## src/rtl/seg7_pkg.sv

```systemverilog
// ============================================================================
//  Module      : seg7_pkg
//  Description : Shared constants for the seven-segment scan driver:
//                active-low hex segment table, unlit pattern, clog2 helper.
//  Revision    : 1.0 - initial release
// ============================================================================
`default_nettype none

package seg7_pkg;

    // Segment order {g,f,e,d,c,b,a}, 0 = lit
    localparam logic [6:0] SEG_TABLE [16] = '{
        7'b1000000, 7'b1111001, 7'b0100100, 7'b0110000,
        7'b0011001, 7'b0010010, 7'b0000010, 7'b1111000,
        7'b0000000, 7'b0011000, 7'b0001000, 7'b0000011,
        7'b1000110, 7'b0100001, 7'b0000110, 7'b0001110
    };

    localparam logic [6:0] SEG_OFF = 7'b1111111;

    function automatic int clog2(input int n);
        int r;
        r = 0;
        while ((1 << r) < n) r = r + 1;
        return r;
    endfunction

endpackage

`default_nettype wire

```

## src/rtl/hex_to_seg7.sv

```systemverilog
// ============================================================================
//  Module      : hex_to_seg7
//  Description : Combinational nibble to active-low seven-segment pattern.
//  Revision    : 1.0 - initial release
// ============================================================================
`default_nettype none

module hex_to_seg7
    import seg7_pkg::*;
(
    input  logic [3:0] i_nib,
    output logic [6:0] o_seg
);

    assign o_seg = SEG_TABLE[i_nib];

endmodule

`default_nettype wire

```

## src/rtl/seg7_scan_driver.sv

```systemverilog
// ============================================================================
//  Module      : seg7_scan_driver
//  Description : Time-multiplexed N-digit hex display driver with guard
//                cycle, per-digit decimal point and leading-zero blanking.
//  Revision    : 1.0 - initial release
// ============================================================================
`default_nettype none

module seg7_scan_driver
    import seg7_pkg::*;
#(
    parameter int NUM_DIGITS     = 4,
    parameter int SCAN_DIV       = 50000,
    parameter int ACTIVE_LOW_SEG = 1,
    parameter int ACTIVE_LOW_AN  = 1,
    parameter int BLANK_LZ       = 1,
    localparam int IDX_W = (NUM_DIGITS > 1) ? clog2(NUM_DIGITS) : 1
)(
    input  logic                    CLK,
    input  logic                    RESET,
    input  logic                    ENABLE,
    input  logic                    LOAD,
    input  logic [4*NUM_DIGITS-1:0] VALUE,
    input  logic [NUM_DIGITS-1:0]   DP_IN,
    output logic [6:0]              SEG,
    output logic                    DP,
    output logic [NUM_DIGITS-1:0]   AN,
    output logic [IDX_W-1:0]        DIGIT_IDX
);

    localparam int CNT_W = clog2(SCAN_DIV);

    localparam logic [6:0]            c_seg_unlit = (ACTIVE_LOW_SEG != 0) ? SEG_OFF : ~SEG_OFF;
    localparam logic                  c_dp_unlit  = (ACTIVE_LOW_SEG != 0);
    localparam logic [NUM_DIGITS-1:0] c_an_off    = (ACTIVE_LOW_AN != 0) ? '1 : '0;
    localparam logic [CNT_W-1:0]      c_cnt_last  = CNT_W'(SCAN_DIV - 1);
    localparam logic [IDX_W-1:0]      c_idx_last  = IDX_W'(NUM_DIGITS - 1);

    logic [4*NUM_DIGITS-1:0] r_val;
    logic [NUM_DIGITS-1:0]   r_dp;
    logic [CNT_W-1:0]        r_cnt;
    logic [IDX_W-1:0]        r_idx;
    logic [6:0]              r_seg;
    logic                    r_dp_out;
    logic [NUM_DIGITS-1:0]   r_an;

    logic [NUM_DIGITS-1:0]   w_zero_up;
    logic [NUM_DIGITS-1:0]   w_blank;
    logic [3:0]              w_nib;
    logic                    w_dp_sel;
    logic                    w_blank_sel;
    logic [6:0]              w_dec;
    logic [6:0]              w_seg_al;
    logic [6:0]              w_seg_nxt;
    logic                    w_dp_nxt;
    logic [NUM_DIGITS-1:0]   w_an_act;
    logic [NUM_DIGITS-1:0]   w_an_nxt;
    logic                    w_drive;

    // w_zero_up[i]: nibbles i..top all zero
    genvar gi;
    generate
        for (gi = 0; gi < NUM_DIGITS; gi++) begin : g_lz
            if (gi == NUM_DIGITS - 1) begin : g_top
                assign w_zero_up[gi] = (r_val[4*gi +: 4] == 4'h0);
            end else begin : g_mid
                assign w_zero_up[gi] = (r_val[4*gi +: 4] == 4'h0) && w_zero_up[gi+1];
            end
            if (gi == 0 || BLANK_LZ == 0) begin : g_noblank
                assign w_blank[gi] = 1'b0;
            end else begin : g_blank
                assign w_blank[gi] = w_zero_up[gi] && !r_dp[gi];
            end
        end
    endgenerate

    always_comb begin
        w_nib       = 4'h0;
        w_dp_sel    = 1'b0;
        w_blank_sel = 1'b0;
        w_an_act    = '0;
        for (int i = 0; i < NUM_DIGITS; i++) begin
            if (r_idx == IDX_W'(i)) begin
                w_nib       = r_val[4*i +: 4];
                w_dp_sel    = r_dp[i];
                w_blank_sel = w_blank[i];
                w_an_act[i] = 1'b1;
            end
        end
    end

    hex_to_seg7 u_dec (
        .i_nib (w_nib),
        .o_seg (w_dec)
    );

    // Cycle 0 of every slot is a dark guard cycle to avoid ghosting
    assign w_drive   = ENABLE && (r_cnt != '0);
    assign w_seg_al  = w_blank_sel ? SEG_OFF : w_dec;
    assign w_seg_nxt = (ACTIVE_LOW_SEG != 0) ? w_seg_al : ~w_seg_al;
    assign w_dp_nxt  = (ACTIVE_LOW_SEG != 0) ? ~w_dp_sel : w_dp_sel;
    assign w_an_nxt  = (ACTIVE_LOW_AN != 0) ? ~w_an_act : w_an_act;

    always_ff @(posedge CLK) begin
        if (RESET) begin
            r_val    <= '0;
            r_dp     <= '0;
            r_cnt    <= '0;
            r_idx    <= '0;
            r_seg    <= c_seg_unlit;
            r_dp_out <= c_dp_unlit;
            r_an     <= c_an_off;
        end else begin
            if (LOAD) begin
                r_val <= VALUE;
                r_dp  <= DP_IN;
            end
            if (ENABLE) begin
                if (r_cnt == c_cnt_last) begin
                    r_cnt <= '0;
                    r_idx <= (r_idx == c_idx_last) ? '0 : r_idx + 1'b1;
                end else begin
                    r_cnt <= r_cnt + 1'b1;
                end
            end
            if (w_drive) begin
                r_seg    <= w_seg_nxt;
                r_dp_out <= w_dp_nxt;
                r_an     <= w_an_nxt;
            end else begin
                r_seg    <= c_seg_unlit;
                r_dp_out <= c_dp_unlit;
                r_an     <= c_an_off;
            end
        end
    end

    assign SEG       = r_seg;
    assign DP        = r_dp_out;
    assign AN        = r_an;
    assign DIGIT_IDX = r_idx;

endmodule

`default_nettype wire

```

## config.mk

```make
export PLATFORM = sky130hd
export DESIGN_NAME = seg7_scan_driver
export DESIGN_NICKNAME = d
export VERILOG_FILES = /design/src/rtl/seg7_pkg.sv /design/src/rtl/hex_to_seg7.sv /design/src/rtl/seg7_scan_driver.sv
export SDC_FILE = /design/constraint.sdc
export NUM_CORES = 1
export LEC_CHECK = 0
export ABC_CLOCK_PERIOD_IN_PS = 2400
export BUFFER_PORTS_ARGS = -buffer_cell sky130_fd_sc_hd__buf_4
export CORE_UTILIZATION = 35
export DETAILED_ROUTE_END_ITERATION = 8
export PLACE_DENSITY = 0.64
export SETUP_SLACK_MARGIN = 0.2
export SYNTH_ARGS = -nofsm -noshare
export SYNTH_HDL_FRONTEND = slang
export SYNTH_HIERARCHICAL = 1
export SYNTH_SLANG_ARGS = --single-unit
```

## constraint.sdc

```tcl
create_clock -name CLK -period 2.4 [get_ports CLK]
set_input_delay 0.12 -clock CLK [delete_from_list [all_inputs] [get_ports CLK]]
set_output_delay 0.12 -clock CLK [all_outputs]
set_load 0.02 [all_outputs]
```

==> impl_metrics.xml, run 1 <==
<?xml version="1.0" encoding="UTF-8"?>
<metrics>
  <group name="grt">
    <metric name="grt_max_degree" unit="">26</metric>
    <metric name="grt_first_pass_wirelength" unit="mm">8.77</metric>
    <metric name="track_usage" unit="">0.153</metric>
    <metric name="grt.overflow.total" unit="">0</metric>
    <metric name="antenna_found_initial" unit="">0</metric>
    <metric name="number_of_global_route_vias_before_repair" unit="">1900</metric>
  </group>
  <group name="synthesis">
    <metric name="yosysUniqueCellTypes" unit="">38</metric>
    <metric name="synth_enable_flop_cells" unit="">0</metric>
    <metric name="synth-warning-count" unit="">6</metric>
    <metric name="ys_async_sr_fraction" unit="">0</metric>
    <metric name="synth.yosys.seq_area_share" unit="">0.416</metric>
    <metric name="most_used_flip_flop_cell_after_synthesis" unit="">dfxtp_1</metric>
    <metric name="syn-num-nets" unit="">307</metric>
    <metric name="synthesized_instance_count" unit="">271</metric>
    <metric name="synth_area" unit="mm2">0.00240</metric>
    <metric name="post_synth.cell_area_avg" unit="um2">8.87</metric>
    <metric name="synth_seq_cells" unit="">50</metric>
  </group>
  <group name="timing">
    <metric name="finalSetupTns" unit="ns">0</metric>
    <metric name="max_freq" unit="GHz">0.452</metric>
    <metric name="setup_skew_after_layout" unit="ns">0.00750</metric>
    <metric name="maxSlewViolCount" unit="">0</metric>
    <metric name="timing.final.hold_violations" unit="">0</metric>
    <metric name="setup_repair_after_global_routing_missed_its_margin" unit="">yes</metric>
    <metric name="timing_worst_slew_pin_value" unit="ns">0.372</metric>
    <metric name="setup_viol_count_final" unit="">0</metric>
    <metric name="whs" unit="ns">0.0405</metric>
    <metric name="worst_slew_margin_rel" unit="">0.750</metric>
    <metric name="layout_min_cycle_time" unit="ns">2.21</metric>
    <metric name="fin_crit_sh" unit="">0.922</metric>
  </group>
  <group name="worst_setup_path">
    <metric name="critPathRequiredTime" unit="ns">2.58</metric>
    <metric name="critical_path.endpoint_type" unit="">flop</metric>
    <metric name="worstReg2RegStart" unit="">DIGIT_IDX[1]</metric>
    <metric name="rrSetupSlack" unit="ns">0.19</metric>
    <metric name="setup.worst_path.end" unit="">SEG[1]</metric>
    <metric name="timing_worst_setup_path_type" unit="">flop to flop</metric>
    <metric name="worstRegToRegCells" unit="">12</metric>
    <metric name="worstReg2RegEnd" unit="">SEG[1]</metric>
    <metric name="start_kind" unit="">flop</metric>
    <metric name="cp-startpoint" unit="">DIGIT_IDX[1]</metric>
    <metric name="worst-endpoint-arrival" unit="ns">2.39</metric>
    <metric name="cp_max_fo" unit="">5</metric>
  </group>
  <group name="detailed_routing">
    <metric name="drcViolationCount" unit="">6</metric>
    <metric name="num_vias" unit="">1973</metric>
    <metric name="routed_wire_length" unit="mm">5.10</metric>
    <metric name="detail-route-antenna-nets" unit="">0</metric>
    <metric name="drtIter0Drc" unit="">85</metric>
    <metric name="wl_per_cell" unit="um">12.7</metric>
    <metric name="via_per_inst" unit="">4.92</metric>
    <metric name="drt_first_pass_iters" unit="">6</metric>
  </group>
  <group name="outcome">
    <metric name="run_status" unit="">complete, but fails checks</metric>
    <metric name="failed_checks" unit="">DRC</metric>
  </group>
  <group name="clock_tree">
    <metric name="number_of_buffers_created_by_cts" unit="">5</metric>
    <metric name="clock_tree.root_cell" unit="">clkbuf_8</metric>
    <metric name="max-clock-path-buffers" unit="">2</metric>
    <metric name="path_clk_slew" unit="ns">0.09</metric>
    <metric name="htree_levels" unit="">2</metric>
    <metric name="worstSkewPairLatency" unit="ns">0.31</metric>
    <metric name="cts.sinks" unit="">50</metric>
    <metric name="tritoncts" unit="">built</metric>
  </group>
  <group name="pwr">
    <metric name="power_switching" unit="mW">0.411</metric>
    <metric name="power_frac_clock" unit="">0.321</metric>
    <metric name="p_per_area" unit="mW/mm2">519</metric>
    <metric name="max-vdd-ir-drop" unit="V">0.000221</metric>
    <metric name="leakage" unit="nW">1.26</metric>
    <metric name="seqPwrFrac" unit="">0.540</metric>
    <metric name="power.share.combinational" unit="">0.139</metric>
    <metric name="switching_share" unit="">0.252</metric>
    <metric name="p_int" unit="mW">1.22</metric>
  </group>
  <group name="placed_design">
    <metric name="dp_hpwl" unit="mm">3.56</metric>
    <metric name="portBuffers" unit="">37</metric>
    <metric name="gpl.final_weighted_congestion" unit="">0.797</metric>
    <metric name="place_area" unit="mm2">0.00283</metric>
  </group>
  <group name="worst_hold_path">
    <metric name="worst_hold_path_type" unit="">input pin to flop</metric>
    <metric name="holdPathStages" unit="">3</metric>
  </group>
  <group name="die">
    <metric name="pin_count" unit="">38</metric>
    <metric name="floorplan.initialDensity" unit="">0.370</metric>
    <metric name="die_h" unit="um">84.9</metric>
    <metric name="num_rows" unit="">29</metric>
    <metric name="die-width" unit="um">84.9</metric>
    <metric name="design.die.area" unit="mm2">0.00721</metric>
    <metric name="core" unit="mm2">0.00649</metric>
  </group>
  <group name="finish">
    <metric name="final_nets" unit="">359</metric>
    <metric name="area_growth_syn_to_layout" unit="%">30.4</metric>
    <metric name="design_area" unit="mm2">0.00314</metric>
    <metric name="ratio_of_cells_with_drive_above_1_in_the_final_layout" unit="">0.290</metric>
    <metric name="n_antenna_cell" unit="">0</metric>
    <metric name="finish.utilization" unit="">0.483</metric>
  </group>
  <group name="job">
    <metric name="max_cap_viol_count" unit="">0</metric>
  </group>
</metrics>
==> critical path, stage by stage, from the launching register on <==
cell and delay (ns):
dfxtp_4 0.37, inv_4 0.08, ha_4 0.16, and3b_1 0.20, a21oi_2 0.11, o21ai_1 0.07, mux2_4 0.33, inv_6 0.10
ha_4 0.21, nand2b_4 0.06, o21ai_1 0.06, a32o_1 0.19, nand3b_1 0.15
==> stage by stage <==
step           cells  setup WS (ns)  total power, mW
2_1_floorplan    271          0.144             1.03
3_3_place_gp     378          0.117             1.10
3_5_place_dp     378         0.0403             1.10
4_1_cts          396          0.204             1.64
5_1_grt          401         0.0964             1.71
6_report         401          0.188             1.63
==> what timing repair did <==
action | in CTS | in global routing
setup endpoints to repair | 7 | 8
resized for setup | 12 | 9
endpoints found under the hold margin | 0 | 0
buffers inserted | 10 | 5
hold buffers | 0 | 0
cloned | 0 | 0
pin swaps | 5 | 8
==> power by group through the flow <==
stage	combinational, mW	sequential (mW)	clock [mW]
global route	0.249	0.885	0.576
global placement	0.198	0.899	0
CTS	0.220	0.879	0.546
floorplan	0.125	0.901	0
detailed placement	0.200	0.898	0
finish	0.226	0.880	0.522
==> synthesized netlist by cell type, types with 2 or more instances <==
master	number	area, um2
o21ai_0	12	60.1
mux2_2	2	22.5
nand3b_1	10	75.1
a21oi_1	11	55.1
xnor2_1	12	105
nand2b_1	2	12.5
xor2_1	3	26.3
nand4_1	7	43.8
nand3_1	4	20.0
clkbuf_1	12	45.0
nor2_1	43	161
nor3_1	4	20.0
and3b_1	2	17.5
or3_1	3	18.8
nand2_1	18	67.6
ha_1	12	150
nor4_1	7	43.8
mux2i_1	24	240
inv_1	12	45.0
or4_1	3	22.5
dfxtp_1	50	1000
a22o_1	2	17.5
==> state kept, by name, indices dropped and copies added, names as in the netlist <==
signal     count
r_cnt         16
r_dp           4
AN             4
DP             1
r_val         16
DIGIT_IDX      2
SEG            7
==> cell usage in the layout (no fill, tap or decap), types with 4 or more instances in the layout <==
| cell | count |
|---|---|
| nor2_1 | 43 |
| ha_4 | 6 |
| nand2_1 | 18 |
| o21ai_1 | 5 |
| nand3_1 | 4 |
| a21oi_1 | 8 |
| nand4_1 | 7 |
| inv_1 | 8 |
| xnor2_1 | 12 |
| nor4_1 | 7 |
| mux2i_1 | 24 |
| nand3b_1 | 10 |
| buf_4 | 56 |
| o21ai_0 | 7 |
| ha_1 | 4 |
| nor3_1 | 4 |
| dfxtp_1 | 47 |
| clkbuf_8 | 6 |
==> routing by layer <==
metal | track usage | part of all wire | up-vias
met1 | 0.196 | 0.47 | 897
met2 | 0.251 | 0.47 | 36
met5 | 0 | 0 | -
met4 | 0.0663 | 0.014 | 0
met3 | 0.0321 | 0.044 | 7
li1 | - | - | 1033
==> layout make-up <==
type	count	area [um2]
clock buffer	6	82.6
clock inverter	2	16.3
fill	612	3360
inverter	12	52.6
multi-input combinational	195	1420
sequential	50	1010
tap	77	96.3
timing repair buffer	59	463
==> how the worst min path moves through the flow <==
| stage | start | endpoint | slack [ns] |
|---|---|---|---|
| finish | VALUE[0] | r_val[0] | 0.04 |
| floorplan | DP_IN[2] | r_dp[2] | 0.27 |
| detailed placement | VALUE[12] | r_val[12] | 0.36 |
| global route | DP_IN[2] | r_dp[2] | 0.03 |
| global placement | VALUE[6] | r_val[6] | 0.35 |
| CTS | VALUE[6] | r_val[6] | 0.03 |
==> logic make-up (layout without fill, tap and decap cells) <==
| kind of cell | count (synthesis) | count (layout) | synth area share |
|---|---|---|---|
| buf+inv | 26 | 79 | 0.0442 |
| simple gates | 111 | 111 | 0.237 |
| fa+ha+maj | 12 | 12 | 0.0624 |
| flops | 50 | 50 | 0.416 |
| compound gates | 31 | 31 | 0.0765 |
| mux | 26 | 26 | 0.109 |
| xor+xnor | 15 | 15 | 0.0546 |
Power figures use the tool's default switching activity.
==> run 2, diff against run 1 <==
--- a/config.mk
+++ b/config.mk
@@ -8,6 +8,6 @@
 export ABC_CLOCK_PERIOD_IN_PS = 2400
-export BUFFER_PORTS_ARGS = -buffer_cell sky130_fd_sc_hd__buf_4
-export CORE_UTILIZATION = 35
+export CORE_UTILIZATION = 56
 export DETAILED_ROUTE_END_ITERATION = 8
-export PLACE_DENSITY = 0.64
+export DONT_BUFFER_PORTS = 1
+export PLACE_DENSITY = 0.82
 export SETUP_SLACK_MARGIN = 0.2
==> constraint.sdc (replaced) <==
create_clock -name CLK -period 2.4 [get_ports CLK]
set_input_delay 0.24 -clock CLK [delete_from_list [all_inputs] [get_ports CLK]]
set_output_delay 0.24 -clock CLK [all_outputs]
set_load 0.02 [all_outputs]
==> run 2 against run 1 <==
Effect of this change:
- the run now ends clean
- clock power increased by 3%
- via count decreased by 2.1%
- critical endpoint is now SEG[6]
- utilization increased by 20 points
- total power decreased by 2.5%
- highest routed layer unchanged
==> impl_metrics.xml, run 2 (same netlist as run 1, synthesis figures left out) <==
<?xml version="1.0" encoding="UTF-8"?>
<metrics>
  <group name="grt">
    <metric name="antenna_found_initial" unit="">0</metric>
    <metric name="met3_usage" unit="">0.0608</metric>
    <metric name="track_usage" unit="">0.255</metric>
    <metric name="grt_util_met2" unit="">0.418</metric>
    <metric name="top_usage_layer" unit="">met2</metric>
    <metric name="grt.met1_usage" unit="">0.311</metric>
    <metric name="grt.overflow.total" unit="">0</metric>
    <metric name="grt_first_pass_wirelength" unit="mm">8.47</metric>
    <metric name="grt_max_degree" unit="">21</metric>
    <metric name="number_of_global_route_vias_before_repair" unit="">1836</metric>
  </group>
  <group name="clock_tree">
    <metric name="htree_levels" unit="">2</metric>
    <metric name="clock_tree.root_cell" unit="">clkbuf_8</metric>
    <metric name="max-clock-path-buffers" unit="">2</metric>
    <metric name="number_of_buffers_created_by_cts" unit="">5</metric>
    <metric name="path_clk_slew" unit="ns">0.09</metric>
    <metric name="cts.sinks" unit="">50</metric>
    <metric name="tritoncts" unit="">built</metric>
    <metric name="worstSkewPairLatency" unit="ns">0.31</metric>
  </group>
  <group name="finish">
    <metric name="design_area" unit="mm2">0.00278</metric>
    <metric name="final_nets" unit="">320</metric>
    <metric name="ratio_of_cells_with_drive_above_1_in_the_final_layout" unit="">0.172</metric>
    <metric name="layout.cells.most_common_list" unit="">47 x dfxtp_1, 43 x nor2_1, 24 x mux2i_1, 18 x nand2_1, 16 x buf_4</metric>
    <metric name="layout.cells.most_common" unit="">dfxtp_1</metric>
    <metric name="finish.utilization" unit="">0.686</metric>
    <metric name="n_antenna_cell" unit="">0</metric>
    <metric name="final_cells" unit="">335</metric>
    <metric name="area_growth_syn_to_layout" unit="%">15.7</metric>
  </group>
  <group name="detailed_routing">
    <metric name="routed_wire_length" unit="mm">5.17</metric>
    <metric name="wl_per_cell" unit="um">15.4</metric>
    <metric name="drcViolationCount" unit="">0</metric>
    <metric name="via_per_inst" unit="">5.77</metric>
    <metric name="num_vias" unit="">1932</metric>
    <metric name="drtIter0Drc" unit="">123</metric>
    <metric name="detail-route-antenna-nets" unit="">0</metric>
    <metric name="drt_first_pass_iters" unit="">4</metric>
  </group>
  <group name="timing">
    <metric name="finalSetupTns" unit="ns">0</metric>
    <metric name="whs" unit="ns">0.0749</metric>
    <metric name="max_freq" unit="GHz">0.458</metric>
    <metric name="maxSlewViolCount" unit="">0</metric>
    <metric name="final_worst_slack" unit="ns">0.215</metric>
    <metric name="timing_worst_slew_pin_value" unit="ns">0.706</metric>
    <metric name="setup_viol_count_final" unit="">0</metric>
    <metric name="layout_min_cycle_time" unit="ns">2.18</metric>
    <metric name="setup_repair_after_global_routing_missed_its_margin" unit="">yes</metric>
    <metric name="fin_crit_sh" unit="">0.910</metric>
    <metric name="timing.final.hold_violations" unit="">0</metric>
    <metric name="worst_slew_margin_rel" unit="">0.528</metric>
    <metric name="setup_skew_after_layout" unit="ns">0.00593</metric>
  </group>
  <group name="pwr">
    <metric name="p_int" unit="mW">1.21</metric>
    <metric name="p_per_area" unit="mW/mm2">570</metric>
    <metric name="power_switching" unit="mW">0.376</metric>
    <metric name="seqPwrFrac" unit="">0.562</metric>
    <metric name="max-vdd-ir-drop" unit="V">0.000385</metric>
    <metric name="power.share.combinational" unit="">0.100</metric>
    <metric name="power_frac_clock" unit="">0.338</metric>
    <metric name="power.total" unit="mW">1.59</metric>
    <metric name="leakage" unit="nW">1.07</metric>
    <metric name="switching_share" unit="">0.237</metric>
  </group>
  <group name="worst_setup_path">
    <metric name="worstRegToRegCells" unit="">10</metric>
    <metric name="timing_worst_setup_path_type" unit="">flop to flop</metric>
    <metric name="cp_max_fo" unit="">5</metric>
    <metric name="worstReg2RegEnd" unit="">SEG[6]</metric>
    <metric name="start_kind" unit="">flop</metric>
    <metric name="worstReg2RegStart" unit="">DIGIT_IDX[0]</metric>
    <metric name="critical_path.endpoint_type" unit="">flop</metric>
    <metric name="worst-endpoint-arrival" unit="ns">2.37</metric>
    <metric name="rrSetupSlack" unit="ns">0.22</metric>
    <metric name="critPathRequiredTime" unit="ns">2.59</metric>
  </group>
  <group name="placed_design">
    <metric name="placedCellCount" unit="">316</metric>
    <metric name="placement.setup.worst_slack" unit="ns">0.0925</metric>
    <metric name="place_area" unit="mm2">0.00253</metric>
    <metric name="dp_hpwl" unit="mm">3.41</metric>
    <metric name="portBuffers" unit="">0</metric>
    <metric name="gpl.final_weighted_congestion" unit="">0.889</metric>
  </group>
  <group name="outcome">
    <metric name="run_status" unit="">completed</metric>
  </group>
  <group name="die">
    <metric name="num_rows" unit="">23</metric>
    <metric name="pin_count" unit="">38</metric>
    <metric name="die-width" unit="um">67.5</metric>
    <metric name="die_h" unit="um">67.5</metric>
    <metric name="core" unit="mm2">0.00406</metric>
    <metric name="floorplan.initialDensity" unit="">0.593</metric>
    <metric name="design.die.area" unit="mm2">0.00456</metric>
  </group>
  <group name="job">
    <metric name="max_cap_viol_count" unit="">0</metric>
  </group>
  <group name="worst_hold_path">
    <metric name="hold-path-endpoint" unit="">r_cnt[0]</metric>
    <metric name="worstHoldStart" unit="">ENABLE</metric>
    <metric name="holdPathStages" unit="">2</metric>
    <metric name="worst_hold_path_type" unit="">input pin to flop</metric>
  </group>
</metrics>
run 2: worst max-delay path: stages, from the launching register on:
cell	delay [ns]
dfxtp_4	0.38
inv_2	0.06
ha_4	0.17
and3b_1	0.16
a21oi_1	0.11
o21ai_1	0.10
mux2_4	0.32
ha_2	0.19
mux2_4	0.26
a22o_1	0.17
nand3b_1	0.15
run 2: repair_timing:
action                                  4_1_cts  5_1_grt
pin swaps                                     1        4
gates resized for setup                       8        9
endpoints found under the setup margin        7        8
hold buffers                                  2        1
endpoints found under the hold margin        18        2
buffers inserted                              5        3
run 2: power by group through the flow:
stage                     Sequential (mW)  Clock, mW  Combinational, mW
final                               0.892      0.536              0.159
after global routing                0.896      0.585              0.178
after CTS                           0.890      0.548              0.147
after detailed placement            0.909          0              0.135
after global placement              0.909          0              0.131
after floorplan                     0.901          0              0.125
run 2: final cells by class:
type                            instances  area, um2
Timing Repair Buffer                   20        155
Sequential cell                        50       1010
Clock buffer                            8        101
Inverter                               12       52.6
Tap cell                               50       62.6
Multi-Input combinational cell        195       1400
Fill cell                             323       1270
run 2: worst max-delay path by stage:
stage	startpoint	end	slack (ns)
after CTS	DIGIT_IDX[0]	SEG[1]	0.21
after global placement	DIGIT_IDX[0]	SEG[1]	0.16
after floorplan	DIGIT_IDX[1]	SEG[6]	0.14
after global routing	DIGIT_IDX[1]	SEG[6]	0.12
final	DIGIT_IDX[0]	SEG[6]	0.22
after detailed placement	DIGIT_IDX[0]	SEG[1]	0.09
run 2: routing by layer:
metal  vias up  routed length (um)
li1        959                   -
met1       894                2160
met2        66                2580
met3        13                 295
met4         0                 125
met5         -                   0
==> run 3, diff against run 2 <==
- PLACE_DENSITY: 0.82 -> 0.74
==> run 3 against run 2 <==
Effect of this change:
- highest routed layer unchanged
- die area stayed put
- critical path type unchanged
- critical endpoint unchanged
- sequential cell count stayed put
- worst hold slack worse by 0.0060 ns
- final cell count is 2.1% higher
- clock skew up 0.0018 ns
- combinational power up 11%
==> impl_metrics.xml, run 3 (same netlist as run 1, synthesis figures left out) <==
<?xml version="1.0" encoding="UTF-8"?>
<metrics>
  <group name="pwr">
    <metric name="power.total" unit="mW">1.66</metric>
    <metric name="p_per_area" unit="mW/mm2">570</metric>
    <metric name="leakage" unit="nW">1.12</metric>
    <metric name="max-vdd-ir-drop" unit="V">0.000441</metric>
  </group>
  <group name="die">
    <metric name="floorplan.initialDensity" unit="">0.593</metric>
    <metric name="pin_count" unit="">38</metric>
    <metric name="design.die.area" unit="mm2">0.00456</metric>
    <metric name="num_rows" unit="">23</metric>
    <metric name="die_h" unit="um">67.5</metric>
    <metric name="core" unit="mm2">0.00406</metric>
    <metric name="die-width" unit="um">67.5</metric>
  </group>
  <group name="worst_setup_path">
    <metric name="cp_max_fo" unit="">5</metric>
    <metric name="critical_path.endpoint_type" unit="">flop</metric>
    <metric name="worstRegToRegCells" unit="">12</metric>
    <metric name="critPathRequiredTime" unit="ns">2.60</metric>
    <metric name="worstReg2RegStart" unit="">DIGIT_IDX[1]</metric>
    <metric name="timing_worst_setup_path_type" unit="">flop to flop</metric>
    <metric name="worstReg2RegEnd" unit="">SEG[6]</metric>
    <metric name="worst-endpoint-arrival" unit="ns">2.41</metric>
    <metric name="rrSetupSlack" unit="ns">0.18</metric>
    <metric name="start_kind" unit="">flop</metric>
  </group>
  <group name="grt">
    <metric name="antenna_found_initial" unit="">0</metric>
    <metric name="grt.overflow.total" unit="">0</metric>
    <metric name="track_usage" unit="">0.253</metric>
    <metric name="number_of_global_route_vias_before_repair" unit="">1851</metric>
    <metric name="grt_first_pass_wirelength" unit="mm">8.54</metric>
    <metric name="grt_max_degree" unit="">21</metric>
  </group>
  <group name="timing">
    <metric name="finalSetupTns" unit="ns">0</metric>
    <metric name="setup_viol_count_final" unit="">0</metric>
    <metric name="setup_repair_after_global_routing_missed_its_margin" unit="">yes</metric>
    <metric name="setup_skew_after_layout" unit="ns">0.00775</metric>
    <metric name="max_freq" unit="GHz">0.451</metric>
    <metric name="timing.final.hold_violations" unit="">0</metric>
    <metric name="layout_min_cycle_time" unit="ns">2.22</metric>
    <metric name="worst_slew_margin_rel" unit="">0.573</metric>
    <metric name="maxSlewViolCount" unit="">0</metric>
    <metric name="final_worst_slack" unit="ns">0.183</metric>
    <metric name="whs" unit="ns">0.0689</metric>
    <metric name="timing_worst_slew_pin_value" unit="ns">0.638</metric>
    <metric name="fin_crit_sh" unit="">0.924</metric>
  </group>
  <group name="outcome">
    <metric name="run_status" unit="">completed</metric>
  </group>
  <group name="clock_tree">
    <metric name="path_clk_slew" unit="ns">0.09</metric>
    <metric name="max-clock-path-buffers" unit="">2</metric>
    <metric name="number_of_buffers_created_by_cts" unit="">5</metric>
    <metric name="tritoncts" unit="">built</metric>
    <metric name="clock_tree.root_cell" unit="">clkbuf_8</metric>
    <metric name="cts.sinks" unit="">50</metric>
    <metric name="worstSkewPairLatency" unit="ns">0.31</metric>
    <metric name="htree_levels" unit="">2</metric>
  </group>
  <group name="detailed_routing">
    <metric name="drtIter0Drc" unit="">139</metric>
    <metric name="detail-route-antenna-nets" unit="">0</metric>
    <metric name="drcViolationCount" unit="">0</metric>
    <metric name="via_per_inst" unit="">5.73</metric>
    <metric name="num_vias" unit="">1958</metric>
    <metric name="wl_per_cell" unit="um">15.3</metric>
    <metric name="routed_wire_length" unit="mm">5.25</metric>
    <metric name="drt_first_pass_iters" unit="">4</metric>
  </group>
  <group name="finish">
    <metric name="multi_input_area" unit="mm2">0.00144</metric>
    <metric name="ratio_of_cells_with_drive_above_1_in_the_final_layout" unit="">0.212</metric>
    <metric name="final-seq-area" unit="mm2">0.00101</metric>
    <metric name="area_growth_syn_to_layout" unit="%">20.8</metric>
    <metric name="n_antenna_cell" unit="">0</metric>
    <metric name="layout.cells.most_common" unit="">dfxtp_1</metric>
    <metric name="fillCellCount" unit="">299</metric>
    <metric name="final_nets" unit="">327</metric>
    <metric name="finish.utilization" unit="">0.716</metric>
    <metric name="layout.cells.most_common_list" unit="">47 x dfxtp_1, 43 x nor2_1, 24 x mux2i_1, 19 x buf_4, 17 x nand2_1</metric>
  </group>
  <group name="placed_design">
    <metric name="portBuffers" unit="">0</metric>
    <metric name="placement.setup.worst_slack" unit="ns">0.0455</metric>
    <metric name="dp_hpwl" unit="mm">3.45</metric>
    <metric name="gpl.final_weighted_congestion" unit="">0.870</metric>
  </group>
  <group name="worst_hold_path">
    <metric name="hold-path-endpoint" unit="">r_cnt[0]</metric>
    <metric name="worstHoldStart" unit="">ENABLE</metric>
    <metric name="holdPathStages" unit="">2</metric>
    <metric name="worst_hold_path_type" unit="">input pin to flop</metric>
  </group>
  <group name="job">
    <metric name="max_cap_viol_count" unit="">0</metric>
  </group>
</metrics>
## run 3: cell types whose count changed in the layout (fill, tap and decap cells not counted), sizes merged
| cell | change |
|---|---|
| bufinv | +1 |
| dlygate4sd3 | +1 |
| buf | +6 |
| clkbuf | -3 |
| clkinv | +2 |
## run 3: final cells by class
type	instances	share of cell area
multi-input cells	195	0.495
repair buffers	27	0.0784
clock inverters	3	0.0138
flip-flops and latches	50	0.348
clock buffers	5	0.0237
inverters	12	0.0198
well taps	50	0.0215
## run 3: where the power goes
| part | internal, mW | switching, mW | leakage [nW] |
|---|---|---|---|
| logic | 0.0940 | 0.0823 | 0.655 |
| clock network | 0.307 | 0.283 | 0.0579 |
| registers | 0.858 | 0.0328 | 0.411 |
## run 3: layer usage
layer  up-vias  GRT usage  share of wire
li1        967          -              -
met1       921      0.303           0.43
met2        58      0.427           0.49
met3        12     0.0693          0.059
met4         0     0.0957          0.016
met5         -          0              0
## run 3: stage by stage
step,instance area (um2),instances
detailed placement,2540,317
floorplan,2480,271
finish,2910,342
global placement,2540,317
global route,2910,342
CTS,2830,339
## run 3: critical path, cell delays in order (launching register included)
cell and delay (ns):
dfxtp_4 0.36, inv_4 0.07, ha_4 0.16, buf_4 0.12, nand2_2 0.06, a21oi_2 0.18, a21oi_2 0.05, o21ai_2 0.24
inv_2 0.12, ha_4 0.18, mux2_4 0.25, a22o_1 0.18, nand3b_1 0.14
## run 3: timing repair
action                                  in CTS  in global routing
endpoints found under the setup margin       7                  8
gates resized for setup                     17                 14
pin swaps                                    3                  8
buffers inserted                            11                  2
hold endpoints to repair                    15                  1
hold buffers                                 3                  1
## run 3: worst max path at each step
stage / start / endpoint / slack (ns)
after floorplan: DIGIT_IDX[1] / SEG[6] / 0.14
after global placement: DIGIT_IDX[0] / SEG[5] / 0.14
after detailed placement: DIGIT_IDX[0] / SEG[6] / 0.05
after CTS: DIGIT_IDX[1] / SEG[1] / 0.20
after global routing: DIGIT_IDX[1] / SEG[0] / 0.08
final: DIGIT_IDX[1] / SEG[6] / 0.18
